===== config.mk =====
export PLATFORM = sky130hd
export DESIGN_NAME = spi_sd_master
export DESIGN_NICKNAME = d
export VERILOG_FILES = /design/src/rtl/spi_sd_master.sv
export SDC_FILE = /design/constraint.sdc
export NUM_CORES = 1
export LEC_CHECK = 0
export ABC_AREA = 0
export CAP_MARGIN = 20
export CELL_PAD_IN_SITES_DETAIL_PLACEMENT = 0
export CELL_PAD_IN_SITES_GLOBAL_PLACEMENT = 1
export CORE_UTILIZATION = 28
export DETAILED_ROUTE_END_ITERATION = 12
export PLACE_DENSITY_LB_ADDON = 0.1
export SLEW_MARGIN = 0
export SYNTH_ARGS = -nofsm -noshare
export SYNTH_HDL_FRONTEND = slang
export SYNTH_SLANG_ARGS = --single-unit

===== constraint.sdc =====
create_clock -name clock -period 3.45 [get_ports clock]
set_input_delay 0.69 -clock clock [delete_from_list [all_inputs] [get_ports clock]]
set_output_delay 0.69 -clock clock [all_outputs]
set_load 0.1 [all_outputs]

===== src/rtl/spi_sd_master.sv =====
// spi_sd_master: mode-0 SPI master with chip selects, 80-clock init and hardware response polling
module spi_sd_master #(
   parameter int CS_NUM   = 2,
   parameter int DIV_SLOW = 64,
   parameter int DIV_FAST = 1,
   parameter int TIMEOUT  = 256
) (
   input  logic                                      clock,
   input  logic                                      reset,
   input  logic                                      sd_signal,
   input  logic [2:0]                                sd_cmd,
   input  logic [7:0]                                sd_out,
   input  logic [(CS_NUM > 1 ? $clog2(CS_NUM) : 1)-1:0] cs_sel,
   input  logic                                      fast,
   output logic [7:0]                                sd_din,
   output logic                                      sd_busy,
   output logic                                      sd_timeout,
   output logic [CS_NUM-1:0]                         SPI_CS,
   output logic                                      SPI_SCLK,
   input  logic                                      SPI_MISO,
   output logic                                      SPI_MOSI
);
   localparam int DMAX = DIV_SLOW > DIV_FAST ? DIV_SLOW : DIV_FAST;
   localparam int DW   = $clog2(DMAX + 1);
   localparam int CW   = $clog2(TIMEOUT + 1);
   typedef enum logic [1:0] {S_IDLE, S_SHIFT, S_INIT, S_CSOP} state_t;
   state_t            r_state, w_next;
   logic [DW-1:0]     r_div, r_h;
   logic [7:0]        r_half, r_tx, r_rx, r_din;
   logic [CW-1:0]     r_cnt, w_cnt_nx;
   logic [CS_NUM-1:0] r_cs, w_cs_on;
   logic              r_wait, r_sclk, r_mosi, r_to;
   logic              w_acc, w_tick, w_end, w_more, w_busy;
   assign w_acc    = sd_signal && r_state == S_IDLE && sd_cmd <= 3'd4;
   assign w_tick   = r_div == r_h - 1'b1;
   assign w_end    = w_tick && r_half == (r_state == S_INIT ? 8'd159 : 8'd15);
   assign w_cnt_nx = r_cnt + 1'b1;
   assign w_more   = r_wait && r_rx == 8'hFF && w_cnt_nx != CW'(TIMEOUT);
   assign w_cs_on  = ~(CS_NUM'(1) << cs_sel);
   assign sd_din     = r_din;
   assign sd_busy    = w_busy;
   assign sd_timeout = r_to;
   assign SPI_CS     = r_cs;
   assign SPI_SCLK   = r_sclk;
   assign SPI_MOSI   = r_mosi;
   // state register
   always_ff @(posedge clock) begin
      if (reset) r_state <= S_IDLE;
      else       r_state <= w_next;
   end
   // next state: a WAIT poll keeps SHIFT running until a response byte or the byte budget ends it
   always_comb begin
      w_next = r_state;
      case (r_state)
         S_IDLE:  if (w_acc) w_next = sd_cmd == 3'd3 ? S_INIT : (sd_cmd == 3'd1 || sd_cmd == 3'd2) ? S_CSOP : S_SHIFT;
         S_SHIFT: if (w_end && !w_more) w_next = S_IDLE;
         S_INIT:  if (w_end) w_next = S_IDLE;
         default: w_next = S_IDLE;
      endcase
   end
   // outputs decoded from the state register
   always_comb w_busy = r_state != S_IDLE;
   // datapath: latch command on accept, then step one SCLK half-period every r_h clocks
   always_ff @(posedge clock) begin
      if (reset) begin
         r_cs   <= '1;
         r_sclk <= 1'b0;
         r_mosi <= 1'b1;
         r_din  <= 8'hFF;
         r_to   <= 1'b0;
         r_div  <= '0;
         r_h    <= '0;
         r_half <= '0;
         r_tx   <= '0;
         r_rx   <= '0;
         r_cnt  <= '0;
         r_wait <= 1'b0;
      end else if (w_acc) begin
         r_div  <= '0;
         r_half <= '0;
         r_h    <= fast && sd_cmd != 3'd3 ? DW'(DIV_FAST) : DW'(DIV_SLOW);
         r_tx   <= sd_cmd == 3'd0 ? sd_out : 8'hFF;
         r_mosi <= sd_cmd == 3'd0 ? sd_out[7] : 1'b1;
         r_wait <= sd_cmd == 3'd4;
         if (sd_cmd == 3'd4) begin
            r_to  <= 1'b0;
            r_cnt <= '0;
         end
         if (sd_cmd == 3'd1) r_cs <= w_cs_on;
         else if (sd_cmd == 3'd2 || sd_cmd == 3'd3) r_cs <= '1;
      end else if (r_state == S_SHIFT || r_state == S_INIT) begin
         if (!w_tick) r_div <= r_div + 1'b1;
         else begin
            r_div  <= '0;
            r_half <= w_end && w_more ? 8'd0 : r_half + 1'b1;
            r_sclk <= !r_half[0];
            if (!r_half[0]) r_rx <= {r_rx[6:0], SPI_MISO};
            else if (r_state == S_SHIFT && !w_end) begin
               r_tx   <= {r_tx[6:0], 1'b1};
               r_mosi <= r_tx[6];
            end else if (r_state == S_SHIFT) begin
               r_din  <= r_rx;
               r_mosi <= 1'b1;
               r_tx   <= 8'hFF;
               if (r_wait) r_cnt <= w_cnt_nx;
               if (r_wait && !w_more) r_to <= r_rx == 8'hFF;
            end
         end
      end
   end
endmodule


======== After elaboration in Yosys (flattened, before gate mapping) ========
Index checks and enable logic that the tools add are counted.
word-level totals
  register bits ........................... 62
  bits of input ports ..................... 17
  logic and storage cells ................. 118
cells by class
  $lt $le $gt $ge ......................... 1
  add/subtract/negate cells ............... 4
  shift-type cells ........................ 1
  equality and inequality tests ........... 16
  bitwise operators ....................... 4
  muxes and demuxes ....................... 42
  reduce and logical (&&, ||, !) cells .... 37
operators with widths
  kind                                                                   number
  9-bit 2-to-1 mux                                                       8
  7-bit 2-to-1 mux                                                       9
  8-bit 2-to-1 mux                                                       2
  2-bit nonzero test                                                     8
  1-bit 2-to-1 mux                                                       15
  2-bit 2-to-1 mux                                                       7
  7-bit AND reduction                                                    2
  1-bit logical AND                                                      10
  9-bit by 1-bit adder with 9-bit output, second input constant          1
  9-bit != test, second input constant                                   1
  8-bit by 1-bit adder with 8-bit output, second input constant          1
  8-bit equality test                                                    1
  8-bit equality test, second input constant                             1
  2-bit != test, second input constant                                   4
  4-bit AND reduction                                                    2
  7-bit by 1-bit adder with 7-bit output, second input constant          1
  7-bit equality test                                                    1
  7-bit by 1-bit subtractor with 7-bit output, second input constant     1
  3-bit by 2-bit equality test with 1-bit output, second input constant  2
  2-bit one-hot mux with 3 select lines                                  1
  3-bit AND reduction                                                    2
  6-bit AND reduction                                                    1
  2-bit AND reduction                                                    2
  3-bit by 1-bit equality test with 1-bit output, second input constant  1
  15 further kinds                                                       21

======== Longest topological paths before layout ========
Gate-level depths: netlist of the first run.
  depth in word-level cells ............... 12
  depth in mapped cells ................... 10
  mapped depth without buffers ............ 8

======== Worst setup path after synthesis of the first run ========
Ideal clock, no wire load.
  path type ............................... flip-flop to flip-flop
  start point ............................. register r_state[0]
  end point ............................... register r_din[0], in the netlist sd_din[0]
  data required time ...................... 3.321 ns
  stages on the path, launching flop included .. 10
  arrival ................................. 2.290 ns
  path slack .............................. 1.031 ns
  period minus slack after synthesis ...... 2.419 ns
  buffers on the path ..................... 1
  path through ............................ dfxtp_1 inv_1 ha_1 or3_1 a2111o_1 a21o_1 or3_1 buf_6 mux2i_1 nand2_1
on the way
  cells in the longest elaborated chain, start to end .. 8
RTL lines
  what                                      line    RTL
  from (decl)                               27      state_t r_state, w_next;
  from (signal assigned)                    49      else r_state <= w_next;
  2-bit equality test                       36, 91
  8-bit 2-to-1 mux                          36      assign w_end = w_tick && r_half == (r_state == S_INIT ? 8'd159 : 8'd15);
  8-bit equality test                       36
  1-bit logical AND                         36
  1-bit zero test                           98      else if (r_state == S_SHIFT && !w_end) begin
  1-bit logical AND                         98
  1-bit NOT (no source line)                --
  6-bit AND reduction (no source line) (*)  --
  to (signal assigned)                      102     r_din <= r_rx;
  to (decl)                                 29      logic [7:0] r_half, r_tx, r_rx, r_din;
Mark *: on every way between the ends. The rest lies on a longest branch, timed or not.
A chain may end at the register's enable or synchronous reset.

======== Worst setup path in the final report of the first run ========
  start point ............................. register r_state[0]
  end point ............................... register r_din[5], in the netlist sd_din[5]
The elaborated chain is that of the path after synthesis.

==> results of run 1 <==
[sequential cells by signal (all words and copies together) (netlist names), 2 cells and up]
signal	cells
sd_din	8
SPI_CS	2
r_cnt	9
r_half	8
r_div	7
r_tx	7
r_rx	8
r_h	2
r_state	2
[metrics by stage]
stage / utilization, % / area [µm²] / hold slack, ns / std cells
2_1_floorplan: - / 2920 / 0.436 / 352
3_3_place_gp: 33.8 / 3370 / 0.448 / 506
3_5_place_dp: 33.8 / 3370 / 0.465 / 506
4_1_cts: 35.9 / 3580 / 0.477 / 522
5_1_grt: 35.9 / 3580 / 0.495 / 522
6_report: 35.9 / 3580 / 0.475 / 522
[per-layer routing]
| layer | vias to the layer above | wire length, µm | global-route usage (%) |
|---|---|---|---|
| li1 | 1356 | - | - |
| met1 | 1241 | 4040 | 21.2 |
| met2 | 50 | 3670 | 24.0 |
| met3 | 6 | 382 | 4.14 |
| met4 | 0 | 91 | 6.02 |
| met5 | - | 0 | 0 |
[logic make-up after synthesis]
group / after synthesis / synth area share (%)
AO/OA/AOI/OAI: 79 / 18.7
multiplexers: 17 / 5.83
XOR/XNOR: 11 / 3.30
flip-flops: 57 / 39.1
AND/OR/NAND/NOR: 151 / 25.5
adder cells (fa/ha/maj): 8 / 3.43
buffers and inverters: 29 / 4.08
[layout by cell type, fill, tap and decap left out, types with 7 or more instances in the layout]
master	netlist	routed
sky130_fd_sc_hd__inv_1	10	10
sky130_fd_sc_hd__xnor2_1	8	8
sky130_fd_sc_hd__ha_1	8	8
sky130_fd_sc_hd__o22ai_1	7	7
sky130_fd_sc_hd__nand3_1	18	18
sky130_fd_sc_hd__a21oi_1	14	14
sky130_fd_sc_hd__buf_4	0	13
sky130_fd_sc_hd__mux2i_1	17	17
sky130_fd_sc_hd__nand4_1	8	8
sky130_fd_sc_hd__a211oi_1	9	9
sky130_fd_sc_hd__clkdlybuf4s50_1	0	27
sky130_fd_sc_hd__clkbuf_8	0	12
sky130_fd_sc_hd__o21ai_0	9	9
sky130_fd_sc_hd__nor2_1	41	41
sky130_fd_sc_hd__nand2_1	38	38
sky130_fd_sc_hd__nor3_1	8	8
sky130_fd_sc_hd__o211ai_1	9	9
sky130_fd_sc_hd__dfxtp_1	57	57
[worst max path at each step]
stage,endpoint,depth (start not counted),slack (ns)
2_1_floorplan,sd_din[0],9,1.03
3_3_place_gp,sd_din[6],7,0.67
3_5_place_dp,sd_din[5],7,0.67
4_1_cts,sd_din[5],8,0.67
5_1_grt,sd_din[4],8,0.52
6_report,sd_din[5],8,0.68
[worst max-delay path: cells and delay by family, from the launching register on]
family / cells / cell delay (ns)
AND/OR/NAND/NOR: 3 / 0.98
AO/OA/AOI/OAI: 2 / 0.73
flip-flops: 1 / 0.38
multiplexers: 1 / 0.24
adder cells (fa/ha/maj): 1 / 0.23
buffers and inverters: 1 / 0.09
[final cells by class]
| cell class | count | area [µm²] | share of cell area, % |
|---|---|---|---|
| clock buffer | 14 | 173 | 4.83 |
| clock inverter | 2 | 35.0 | 0.979 |
| sequential | 57 | 1140 | 31.9 |
| multi-input combinational | 266 | 1660 | 46.3 |
| timing repair buffer | 40 | 368 | 10.3 |
| inverter | 10 | 37.5 | 1.05 |
| tap | 133 | 166 | 4.65 |
[where the power goes]
| part | internal (mW) | switching [mW] | total, mW |
|---|---|---|---|
| Combinational | 0.186 | 0.346 | 0.533 |
| Clock | 0.392 | 0.272 | 0.664 |
| Sequential | 0.699 | 0.0327 | 0.732 |
| Total | 1.28 | 0.651 | 1.93 |
==> out/results.md, run 1 <==
Timing
* **tightest slew margin relative to the limit** 34.5%
* **Final Skew** 0.00628 ns
* **setup repair after global routing missed its margin** no
* **final worst setup slack** 0.682 ns
* **post-route fraction of the period consumed by the critical path** 80.2%
* **Highest Clock Rate** 0.361 GHz
* **Max Transition Viols Final** 0
* **Final Hold Fails** 0
* **Period minus WS final** 2.77 ns
* **pin slew with the least headroom to its limit** 0.979 ns
* **final-layout setup total negative slack** 0 ns
* **Setup Viol. Count Final** 0

Cells and area
* **Area growth syn-to-layout** 22.7%
* **# nets final** 409
* **antenna diode instance count** 0
* **number of fill cells** 1066
* **fraction of layout instances using a drive strength above 1** 8.74%

Clocking
* **clock sink count** 57
* **number of hold buffers added after CTS** 0
* **CTS tree** built
* **post-CTS setup repair buffer count** 0
* **number of H-tree levels** 3
* **clock tree root buffer cell** sky130_fd_sc_hd__clkbuf_8
* **number of buffers on the longest clock path** 2
* **number of gates given a new drive strength after cts** 0
* **CTS clock-pin slew for the worst setup and hold paths** 0.07 ns
* **Num CTS Buffers** 9
* **later-pin clock latency in the skew report** 0.34 ns

Detailed routing
* **number of DRC violations after detailed-routing iteration 0** 143
* **total routed wirelength** 8190 µm
* **Post-route DRC** 0
* **overall via count from detail_route** 2653
* **post-DR vias/cell** 5.08
* **post-detailed-route wirelength per cell** 15.7 µm
* **count of antenna-violating nets left after detailed routing** 0
* **detailed-routing iteration count for the pre-antenna-repair pass** 4

GRT
* **total track usage** 15.8%
* **largest net degree at the start of global routing** 29
* **antenna violations before repair** 0
* **gr ovfl total** 0
* **via count of the first global-routing pass** 2472
* **first-pass GRT wire length** 13300 µm

Placed design
* **placer congestion estimate** 0.753
* **pre-CTS WS** 0.666 ns
* **estimated wirelength of the detail-placed design** 5820 µm
* **number of buffers inserted by port buffering** 30

Synth
* **ranking of synthesized cells by instance count** sky130_fd_sc_hd__dfxtp_1 (57), sky130_fd_sc_hd__nor2_1 (41), sky130_fd_sc_hd__nand2_1 (38)
* **top flip-flop cell by instance count after synthesis** sky130_fd_sc_hd__dfxtp_1
* **summed instance area of the synthesized netlist** 2920 µm²
* **share of synthesized area occupied by flip-flops and latches** 39.1%
* **Unique masters post-synth** 56
* **mean instance size in the synthesized netlist** 8.29 µm²
* **Syn Nets** 377
* **share of async-settable or async-resettable flops after synthesis** 0%
* **Synth Warn #** 0
* **ranking of synthesized cells by area** sky130_fd_sc_hd__dfxtp_1 (39%), sky130_fd_sc_hd__mux2i_1 (5.8%), sky130_fd_sc_hd__nor2_1 (5.3%), sky130_fd_sc_hd__nand2_1 (4.9%), sky130_fd_sc_hd__ha_1 (3.4%)
* **Mapped Cells** 352
* **most used standard cell by instance count after synthesis** sky130_fd_sc_hd__dfxtp_1
* **area share of the leading cell type in the synthesized netlist** 39.1%
* **biggest area consumer among synthesized cells** sky130_fd_sc_hd__dfxtp_1
* **register bit total from synthesis** 57
* **number of synthesized flops with an enable pin** 0

Worst setup path
* **data arrival time of the critical path** 2.99 ns
* **capture point of the worst reg-to-reg path** sd_din[5]
* **FF-to-FF setup slack** 0.68 ns
* **CP max-delay cell** sky130_fd_sc_hd__or3_1
* **depth of the worst register-to-register path** 8
* **highest net fanout along the worst path** 8
* **critical path type** reg2reg
* **worst reg2reg path startpoint** r_state[0]
* **required time reported for the critical path endpoint** 3.67 ns
* **delay of the slowest critical-path stage** 0.59 ns
* **cell seen most often among critical-path stages** sky130_fd_sc_hd__or3_1
* **CP endpoint kind** register
* **worst-path cell chain** inv_1 -> ha_1 -> or3_1 -> a2111o_1 -> a21o_1 -> or3_1 -> mux2i_1 -> nand2_1
* **CP startpoint kind** register
* **crit path launch** r_state[0]

Die
* **top-level port count** 31
* **Placement Rows** 36
* **die area** 10800 µm²
* **Die Width** 104 µm
* **Starting Density** 29.3%
* **overall die height** 104 µm
* **area of the placeable core** 9950 µm²

Worst hold path
* **min-delay worst type** reg2reg
* **hold path startpoint** r_h[0]
* **cell depth of the worst min-delay path** 2
* **Hold Path Sink** r_h[0]

Pwr
* **worst-case vdd ir drop** 0.000253 V
* **Leakage Power** 1.27 nW
* **power per unit of standard cell area** 539 nW/µm²
* **overall power after layout** 1.93 mW

Flow run
* **# Max-Cap Violations** 0

Run status
* **status** complete, no violations

(Power assumes the default switching activity.)
==> inputs of run 2 (changes only) <==
clock period = 2.8 ns   (was 3.45 ns; I/O delays follow)
==> out/results.md, run 2 (same netlist as run 1, synthesis figures left out) <==
GRT
* **first-pass GRT wire length** 13800 µm, +3.8%
* **largest net degree at the start of global routing** 28, -3.4%
* **gr ovfl total** 0, unchanged
* **antenna violations before repair** 0, unchanged
* **via count of the first global-routing pass** 2624, +6.1%
* **total track usage** 16.4%, +0.63 points

Cells and area
* **# nets final** 419, +2.4%
* **fraction of layout instances using a drive strength above 1** 14.3%, +5.6 points
* **Area growth syn-to-layout** 24.7%
* **top register by number of flip-flops** r_cnt
* **area of the multi-input gates** 1660 µm², +0.30%
* **most frequent cells in the layout** sky130_fd_sc_hd__dfxtp_1 (57), sky130_fd_sc_hd__nor2_1 (41), sky130_fd_sc_hd__nand2_1 (38), sky130_fd_sc_hd__buf_4 (34), sky130_fd_sc_hd__nand3_1 (18)
* **Reg area** 1140 µm², unchanged
* **flip-flop count of the largest register after layout** 9, unchanged
* **antenna diode instance count** 0, unchanged
* **most common library cell in the layout ignoring fill and taps** sky130_fd_sc_hd__dfxtp_1
* **Layout Utilization** 36.5%, +0.59 points
* **number of fill cells** 1048, -1.7%

Die
* **die area** 10800 µm², unchanged
* **Placement Rows** 36, unchanged
* **overall die height** 104 µm, unchanged
* **Starting Density** 29.3%, unchanged
* **Die Width** 104 µm, unchanged
* **area of the placeable core** 9950 µm², unchanged
* **top-level port count** 31, unchanged

Worst setup path
* **CP max-delay cell** sky130_fd_sc_hd__a2111oi_0
* **CP endpoint kind** register
* **worst-path cell chain** inv_1 -> ha_1 -> or3_1 -> a2111oi_0 -> buf_4 -> o21ai_1 -> nand3_1 -> o22ai_1 -> a211oi_1
* **FF-to-FF setup slack** 0.23 ns, -0.45 ns
* **delay of the slowest critical-path stage** 0.46 ns, -0.13 ns
* **data arrival time of the critical path** 2.82 ns, -0.17 ns
* **worst reg2reg path startpoint** r_state[0]
* **crit path launch** r_state[0]
* **required time reported for the critical path endpoint** 3.05 ns, -0.62 ns
* **CP startpoint kind** register
* **highest net fanout along the worst path** 7, -1
* **critical path type** reg2reg

Pwr
* **sw frac** 33.6%, -0.095 points
* **Sequential Power Share** 37.2%, -0.7 points
* **Clk network pwr share** 35.0%, +0.6 points
* **power per unit of standard cell area** 664 nW/µm², +23%
* **switching component of the power** 0.812 mW, +25%
* **Cell Int Power** 1.60 mW, +25%
* **combinational power share** 27.8%, +0.2 points
* **worst-case vdd ir drop** 0.000245 V, -3.4%
* **Leakage Power** 1.33 nW, +4.1%

Placed design
* **placer congestion estimate** 0.815, +8.3%
* **number of buffers inserted by port buffering** 30, unchanged
* **estimated wirelength of the detail-placed design** 6030 µm, +3.5%

Clocking
* **number of H-tree levels** 3, unchanged
* **later-pin clock latency in the skew report** 0.34 ns, about the same
* **clock tree root buffer cell** sky130_fd_sc_hd__clkbuf_8
* **CTS clock-pin slew for the worst setup and hold paths** 0.07 ns, about the same
* **CTS tree** built
* **number of buffers on the longest clock path** 2, unchanged
* **Num CTS Buffers** 9, unchanged
* **clock sink count** 57, unchanged
* **post-CTS setup repair buffer count** 0, unchanged
* **number of hold buffers added after CTS** 0, unchanged
* **number of gates given a new drive strength after cts** 0, unchanged

Timing
* **Final Skew** 0.00755 ns, +0.00128 ns
* **pin slew with the least headroom to its limit** 0.956 ns, -0.0230 ns
* **Setup Viol. Count Final** 0, unchanged
* **Final Hold Fails** 0, unchanged
* **tightest slew margin relative to the limit** 36.0%, +1.5 points
* **Period minus WS final** 2.57 ns, -0.198 ns
* **post-route fraction of the period consumed by the critical path** 91.8%, +12 points
* **Max Transition Viols Final** 0, unchanged
* **final-layout setup total negative slack** 0 ns, unchanged
* **setup repair after global routing missed its margin** no
* **Highest Clock Rate** 0.389 GHz, +7.7%

Worst hold path
* **hold path startpoint** r_wait
* **min-delay worst type** reg2reg

Run status
* **status** complete, no violations

Detailed routing
* **overall via count from detail_route** 2734, +3.1%
* **number of DRC violations after detailed-routing iteration 0** 172, +20%
* **count of antenna-violating nets left after detailed routing** 0, unchanged
* **post-DR vias/cell** 5.15, +1.3%
* **post-detailed-route wirelength per cell** 15.9 µm, +1.1%
* **Post-route DRC** 0, unchanged
* **total routed wirelength** 8420 µm, +2.9%
* **detailed-routing iteration count for the pre-antenna-repair pass** 4, unchanged

Flow run
* **# Max-Cap Violations** 0, unchanged

-- run 2: worst max-delay path, delay by kind of cell, from the launching register on --
kind | cells | cell delay, ns
AO/OA/AOI/OAI | 4 | 0.98
buffers and inverters | 2 | 0.28
adder cells (fa/ha/maj) | 1 | 0.23
AND/OR/NAND/NOR | 2 | 0.63
flip-flops | 1 | 0.37
-- run 2: metrics by stage --
step	worst slack, ns	hold slack [ns]	instances	area [µm²]	power, mW
2_1_floorplan	0.381	0.436	352	2920	1.37
3_3_place_gp	0.116	0.447	516	3420	1.59
3_5_place_dp	0.0593	0.453	516	3420	1.59
4_1_cts	0.0503	0.462	531	3630	2.45
5_1_grt	0.0392	0.496	531	3640	2.55
6_report	0.230	0.463	531	3640	2.41
-- run 2: power groups by stage --
| stage | Sequential [mW] | Combinational, mW | Clock [mW] |
|---|---|---|---|
| 2_1_floorplan | 0.939 | 0.431 | 0 |
| 3_3_place_gp | 0.917 | 0.672 | 0 |
| 3_5_place_dp | 0.919 | 0.673 | 0 |
| 4_1_cts | 0.900 | 0.676 | 0.875 |
| 5_1_grt | 0.905 | 0.735 | 0.909 |
| 6_report | 0.899 | 0.671 | 0.844 |
-- run 2: layout make-up --
cell class | instances | area share (%)
Sequential cell | 57 | 31.4
Inverter | 10 | 1.03
Clock buffer | 13 | 4.92
Clock inverter | 2 | 0.964
Tap cell | 133 | 4.58
Timing Repair Buffer | 50 | 11.4
Multi-Input combinational cell | 266 | 45.7
-- run 2: final timing paths --
kind,to,cells after the start
max reg2reg,r_tx[6],9
min,r_wait,2
min reg2reg,r_wait,2
max,r_tx[6],9
-- run 2: routing by layer --
layer / up-vias / part of all wire (%) / track usage (%)
li1: 1369 / - / -
met5: - / 0 / 0
met3: 16 / 3.7 / 2.88
met4: 0 / 2.1 / 7.14
met2: 58 / 46 / 26.2
met1: 1291 / 48 / 21.6
